**src/rtl/alu_tx_pkg.sv**
```systemverilog
// Shared types and constants for the ALU result UART transmitter.
// ALU_TX_PARITY_EN adds a PARITY state to each frame when defined.
package alu_tx_pkg;

    typedef enum logic [2:0] {
        IDLE,
        START_BIT,
        DATA,
        PARITY,
        STOP_BIT
    } tx_state_t;

    localparam int FRAME_BYTES = 2;
    localparam logic [4:0] FLAG_PAD = 5'b00000;

endpackage

```
**src/rtl/alu_result_uart_tx_if.sv**
```systemverilog
// Request and status bundle between the ALU block and the UART transmitter.
interface alu_result_uart_tx_if;

    logic       start;
    logic [7:0] result;
    logic       zero;
    logic       carry;
    logic       overflow;
    logic       tx;
    logic       busy;
    logic       done;

    modport master (
        output start, result, zero, carry, overflow,
        input  tx, busy, done
    );

    modport slave (
        input  start, result, zero, carry, overflow,
        output tx, busy, done
    );

endinterface

```
**src/rtl/alu_result_uart_tx_baud_tick.sv**
```systemverilog
// Baud-period counter: tick is high in the last cycle of each bit period.
module baud_tick #(
    parameter int CLKS_PER_BIT = 868,
    parameter int CNT_W        = 16
) (
    input  logic clk,
    input  logic rst,
    input  logic clear,
    output logic tick
);

    localparam logic [CNT_W-1:0] LAST = CNT_W'(CLKS_PER_BIT - 1);

    logic [CNT_W-1:0] cnt;

    assign tick = !clear && (cnt == LAST);

    always_ff @(posedge clk) begin
        if (rst || clear) begin
            cnt <= '0;
        end else if (cnt == LAST) begin
            cnt <= '0;
        end else begin
            cnt <= cnt + 1'b1;
        end
    end

endmodule

```
**src/rtl/alu_result_uart_tx.sv**
```systemverilog
// Sends ALU result then flag byte as two back-to-back UART frames.
// Define ALU_TX_PARITY_EN to append an even-parity bit to every frame.
module alu_result_uart_tx
    import alu_tx_pkg::*;
#(
    parameter int CLKS_PER_BIT = 868,
    parameter int CNT_W        = 16
) (
    input logic               clk,
    input logic               rst,
    alu_result_uart_tx_if.slave bus
);

    localparam logic LAST_BYTE = 1'(FRAME_BYTES - 1);

    tx_state_t  state;
    logic       tick;
    logic       clear;
    logic       byte_idx;
    logic [2:0] bit_idx;
    logic [7:0] shreg;
    logic [7:0] byte1;
    logic       tx_q;
    logic       busy_q;
    logic       done_q;
`ifdef ALU_TX_PARITY_EN
    logic       par;
`endif

    // Holding the counter cleared in IDLE makes the start bit a full period.
    assign clear = (state == IDLE);

    baud_tick #(
        .CLKS_PER_BIT(CLKS_PER_BIT),
        .CNT_W       (CNT_W)
    ) u_baud (
        .clk  (clk),
        .rst  (rst),
        .clear(clear),
        .tick (tick)
    );

    assign bus.tx   = tx_q;
    assign bus.busy = busy_q;
    assign bus.done = done_q;

    always_ff @(posedge clk) begin
        if (rst) begin
            state    <= IDLE;
            byte_idx <= 1'b0;
            bit_idx  <= 3'd0;
            shreg    <= 8'h00;
            byte1    <= 8'h00;
            tx_q     <= 1'b1;
            busy_q   <= 1'b0;
            done_q   <= 1'b0;
`ifdef ALU_TX_PARITY_EN
            par      <= 1'b0;
`endif
        end else begin
            done_q <= 1'b0;
            unique case (state)
                IDLE: begin
                    tx_q <= 1'b1;
                    // A start coinciding with the done pulse is dropped.
                    if (bus.start && !done_q) begin
                        shreg    <= bus.result;
                        byte1    <= {FLAG_PAD, bus.overflow,
                                     bus.carry, bus.zero};
                        byte_idx <= 1'b0;
                        busy_q   <= 1'b1;
                        state    <= START_BIT;
                    end
                end
                START_BIT: begin
                    tx_q <= 1'b0;
                    if (tick) begin
                        bit_idx <= 3'd0;
`ifdef ALU_TX_PARITY_EN
                        par     <= 1'b0;
`endif
                        state   <= DATA;
                    end
                end
                DATA: begin
                    tx_q <= shreg[0];
                    if (tick) begin
                        shreg   <= {1'b0, shreg[7:1]};
                        bit_idx <= bit_idx + 3'd1;
`ifdef ALU_TX_PARITY_EN
                        par     <= par ^ shreg[0];
                        if (bit_idx == 3'd7) state <= PARITY;
`else
                        if (bit_idx == 3'd7) state <= STOP_BIT;
`endif
                    end
                end
`ifdef ALU_TX_PARITY_EN
                PARITY: begin
                    tx_q <= par;
                    if (tick) state <= STOP_BIT;
                end
`endif
                STOP_BIT: begin
                    tx_q <= 1'b1;
                    if (tick) begin
                        if (byte_idx != LAST_BYTE) begin
                            byte_idx <= 1'b1;
                            shreg    <= byte1;
                            state    <= START_BIT;
                        end else begin
                            byte_idx <= 1'b0;
                            busy_q   <= 1'b0;
                            done_q   <= 1'b1;
                            state    <= IDLE;
                        end
                    end
                end
                default: begin
                    tx_q   <= 1'b1;
                    busy_q <= 1'b0;
                    state  <= IDLE;
                end
            endcase
        end
    end

endmodule
```
**src/flat_wrapper.sv**
```systemverilog
// flat-port wrapper written by rule: the top's interface ports become plain ports
module alu_result_uart_tx_flat import alu_tx_pkg::*;
#(
    parameter int CLKS_PER_BIT = 868,
    parameter int CNT_W        = 16
)
  (clk, rst, bus_start, bus_result, bus_zero, bus_carry, bus_overflow, bus_tx, bus_busy, bus_done);
  alu_result_uart_tx_if bus_i ();
  input logic clk;
  input logic rst;
  input wire logic [$bits(bus_i.start)-1:0] bus_start;
  input wire logic [$bits(bus_i.result)-1:0] bus_result;
  input wire logic [$bits(bus_i.zero)-1:0] bus_zero;
  input wire logic [$bits(bus_i.carry)-1:0] bus_carry;
  input wire logic [$bits(bus_i.overflow)-1:0] bus_overflow;
  output wire logic [$bits(bus_i.tx)-1:0] bus_tx;
  output wire logic [$bits(bus_i.busy)-1:0] bus_busy;
  output wire logic [$bits(bus_i.done)-1:0] bus_done;
  assign bus_i.start = bus_start;
  assign bus_i.result = bus_result;
  assign bus_i.zero = bus_zero;
  assign bus_i.carry = bus_carry;
  assign bus_i.overflow = bus_overflow;
  assign bus_tx = bus_i.tx;
  assign bus_busy = bus_i.busy;
  assign bus_done = bus_i.done;
  alu_result_uart_tx #(.CLKS_PER_BIT(CLKS_PER_BIT), .CNT_W(CNT_W)) u_core (.clk(clk), .rst(rst), .bus(bus_i));
endmodule
```
**config.mk**
```make
export PLATFORM = sky130hd
export DESIGN_NAME = alu_result_uart_tx_flat
export DESIGN_NICKNAME = d
export VERILOG_FILES = /design/src/rtl/alu_tx_pkg.sv /design/src/rtl/alu_result_uart_tx_if.sv /design/src/rtl/alu_result_uart_tx_baud_tick.sv /design/src/rtl/alu_result_uart_tx.sv /design/src/flat_wrapper.sv
export SDC_FILE = /design/constraint.sdc
export NUM_CORES = 1
export LEC_CHECK = 0
export CAP_MARGIN = 25
export CORE_MARGIN = 2
export CORE_UTILIZATION = 61
export CTS_CLUSTER_SIZE = 14
export DETAILED_ROUTE_END_ITERATION = 16
export PLACE_DENSITY = 0.84
export REMOVE_ABC_BUFFERS = 1
export SETUP_SLACK_MARGIN = 0.4
export SLEW_MARGIN = 40
export SYNTH_ARGS = -nofsm -noshare
export SYNTH_HDL_FRONTEND = slang
export SYNTH_SLANG_ARGS = --single-unit
export TNS_END_PERCENT = 30
```
**constraint.sdc**
```tcl
create_clock -name clk -period 3.3 [get_ports clk]
set_input_delay 0.495 -clock clk [delete_from_list [all_inputs] [get_ports clk]]
set_output_delay 0.495 -clock clk [all_outputs]
set_load 0.005 [all_outputs]
```
==> impl_metrics.yaml <==
outcome:
  status: "complete, no violations"
setup_path:
  slowest_delay_ns: 0.68
  setup.worst_path.start_class: "flop"
  worstPathRequired_ns: 3.54
  arrival_ns: 2.74
  path_cells: "ha_1, nand3_1, or4_4, a211o_1, mux2_4"
  critical_path_class: "flop to flop"
  cp-end-kind: "flop"
  critPathMaxFanout: 12
  r2r_cells: 5
  crit_slowest_cell: "or4_4"
grt:
  grt_max_degree: 27
  antenna_found_initial: 0
  busiest_layer: "met2"
  met2_usage_pct: 38.9
  grt_usage_pct: 25.1
  use_met3_pct: 5.46
  grt_use_met1_pct: 31.1
  gr-total-overflow: 0
  grt_pass1_wl_mm: 6.63
  grt_pass1_vias: 1546
routing:
  routed-via-count: 1621
  wl_mm: 3.78
  drt_first_iter_violations: 65
  antenna_left: 0
  routedWlPerCell_um: 14.1
  viasPerCell: 6.05
  dr.pass1.iters: 5
  drc: 0
clock_tree:
  htree_levels: 2
  cts_tree: "yes"
  cts_made_buffers: 5
  cts_sinks: 37
  postCtsSetupBuffers: 0
  clk_latency_ns: 0.35
  clk_path_buf_depth: 2
  postCtsHoldBufs: 0
  clk_pin_slew_ns: 0.12
  cts-resized-gates: 0
  root_buffer: "clkbuf_4"
power_and_ir_drop:
  internal_power_uw: 619
  p_total_uw: 811
  sequentialPowerShare_pct: 58.0
  leakagePower_nw: 0.722
  pwr-share-comb_pct: 8.1
  p_clk_share_pct: 34.0
  netSwitchingFraction_pct: 23.7
  power.density_nw_per_um2: 387
  peakVddDrop_uv: 318
  p_switching_uw: 192
timing:
  final.setup.tns_ns: 0
  fin_crit_sh_pct: 75.6
  relSlewSlack_pct: 46.8
  timing.fmax_mhz: 401
  rsz0062_at_grt: "false"
  fin_hold_ws_ns: 0.460
  maxSlewViolCount: 0
  hold_violations: 0
  finalSetupViolCount: 0
  tightestPinTransition_ns: 0.797
  fin_worst_skew_ns: 0.0102
  period_minus_slack_ns: 2.50
floorplan:
  start_util_pct: 62.4
  fp.dieArea_um2: 3500
  core.rowCount: 20
  fp.coreArea_um2: 2980
  die_h_um: 59.2
  io_pins: 17
  die_width_um: 59.2
synthesis:
  synth-main-ff-cell: "dfxtp_1"
  yosysTopAreaCell: "dfxtp_1"
  ys_seq_elements: 37
  syn_avg_cell_area_um2: 8.45
  synthesis.instances: 220
  yosys.area.top_type_share_pct: 39.9
  async_flop_share_pct: 0
  synth_cell_types: 41
  yosysWarnings: 0
  yosysSeqAreaShare_pct: 39.9
  ys_top_cells_by_area: "dfxtp_1 (40%), xnor2_1 (5.7%), nand2_1 (4.6%)"
  synth_edf_count: 0
  synth_area_um2: 1860
cells_and_area:
  syn2layout_area_growth_pct: 12.9
  nNetsFinal: 251
  drive_gt1_share_pct: 8.51
  n_antenna_cell: 0
  fillers: 244
  final_area_um2: 2100
place:
  gp_congestion: 0.939
  place.port_buffers: 16
  placed_area_um2: 2030
  hpwl_mm: 2.63
min_path:
  hold_depth: 2
  hp-class: "flop to flop"
run:
  cap_viol_max_count: 0
==> synthesized netlist by cell type, types with 4 or more instances <==
master and instances:
o21ai_0 9, nor3_1 8, mux2i_1 5, nand2_1 23, nor2_1 22, dfxtp_1 37
nand2b_1 4, a21oi_1 15, nor2b_1 5, nand3_1 13, nor4_1 5, inv_1 5
clkbuf_1 9, xnor2_1 12
==> registers in the layout, summed over array words and instances (netlist names) <==
name,cells
u_core.byte_idx,1
u_core.bit_idx,3
u_core.bus.tx,1
u_core.shreg,8
u_core.u_baud.cnt,16
u_core.bus.busy,1
u_core.byte1,3
u_core.state,3
u_core.bus.done,1
==> routing by layer <==
metal,vias up,share of wire (%)
li1,822,-
met1,740,45
met2,45,47
met3,14,5.4
met4,0,3.3
met5,-,0
==> final timing paths <==
kind | startpoint | end | slack [ns]
min | u_core.bus.busy | u_core.bus.busy | 0.46
min reg2reg | u_core.bus.busy | u_core.bus.busy | 0.46
max reg2reg | u_core.u_baud.cnt[0] | u_core.shreg[3] | 0.80
max | u_core.u_baud.cnt[0] | u_core.shreg[3] | 0.80
==> worst max-delay path, delay by kind of cell, from the launching register on <==
family	cells	cell delay, ns
adders and majority gates	1	0.25
muxes	1	0.34
and+or+nand+nor	2	0.92
DFF	1	0.41
AOI/OAI and AO/OA	1	0.46
==> power groups by stage <==
stage          Combinational [mW]  Sequential [mW]  Clock, mW
5_1_grt                    0.0720            0.472      0.305
6_report                   0.0653            0.470      0.275
3_3_place_gp               0.0651            0.480          0
4_1_cts                    0.0657            0.470      0.285
2_1_floorplan              0.0353            0.477          0
3_5_place_dp               0.0650            0.480          0
==> through the flow <==
stage	setup WS (ns)	utilization [%]	instances
final	0.804	70.4	268
after global routing	0.637	70.4	268
after CTS	0.812	70.4	268
after detailed placement	0.832	68.1	260
after global placement	0.926	68.1	260
after floorplan	0.995	-	208
==> logic make-up after synthesis <==
logic type | count (synthesis) | share of synthesized area, %
adder cells (fa/ha/maj) | 3 | 2.02
buffers and inverters | 17 | 3.97
multiplexers | 9 | 5.72
AND/OR/NAND/NOR | 98 | 27.3
AO/OA/AOI/OAI | 42 | 14.5
XOR/XNOR | 14 | 6.60
flip-flops | 37 | 39.9
==> layout by cell type (no fill, tap or decap), types with 4 or more instances in the layout <==
| master | count |
|---|---|
| nand3_1 | 13 |
| xnor2_1 | 12 |
| dfxtp_1 | 37 |
| clkbuf_4 | 5 |
| nor2_1 | 22 |
| a21oi_1 | 15 |
| nand2b_1 | 4 |
| nor4_1 | 5 |
| o21ai_0 | 9 |
| nand2_1 | 23 |
| nor2b_1 | 5 |
| inv_1 | 5 |
| clkdlybuf4s50_1 | 16 |
| nor3_1 | 8 |
| mux2i_1 | 5 |
==> cell type report <==
type	count	area, um2	share of cell area [%]
Sequential cell	37	741	35.3
Clock inverter	1	5.00	0.239
Clock buffer	7	65.1	3.10
Inverter	5	18.8	0.895
Multi-Input combinational cell	166	1040	49.8
Timing Repair Buffer	19	183	8.71
Tap cell	33	41.3	1.97
Note: power is estimated with default switching activity, not from simulation.
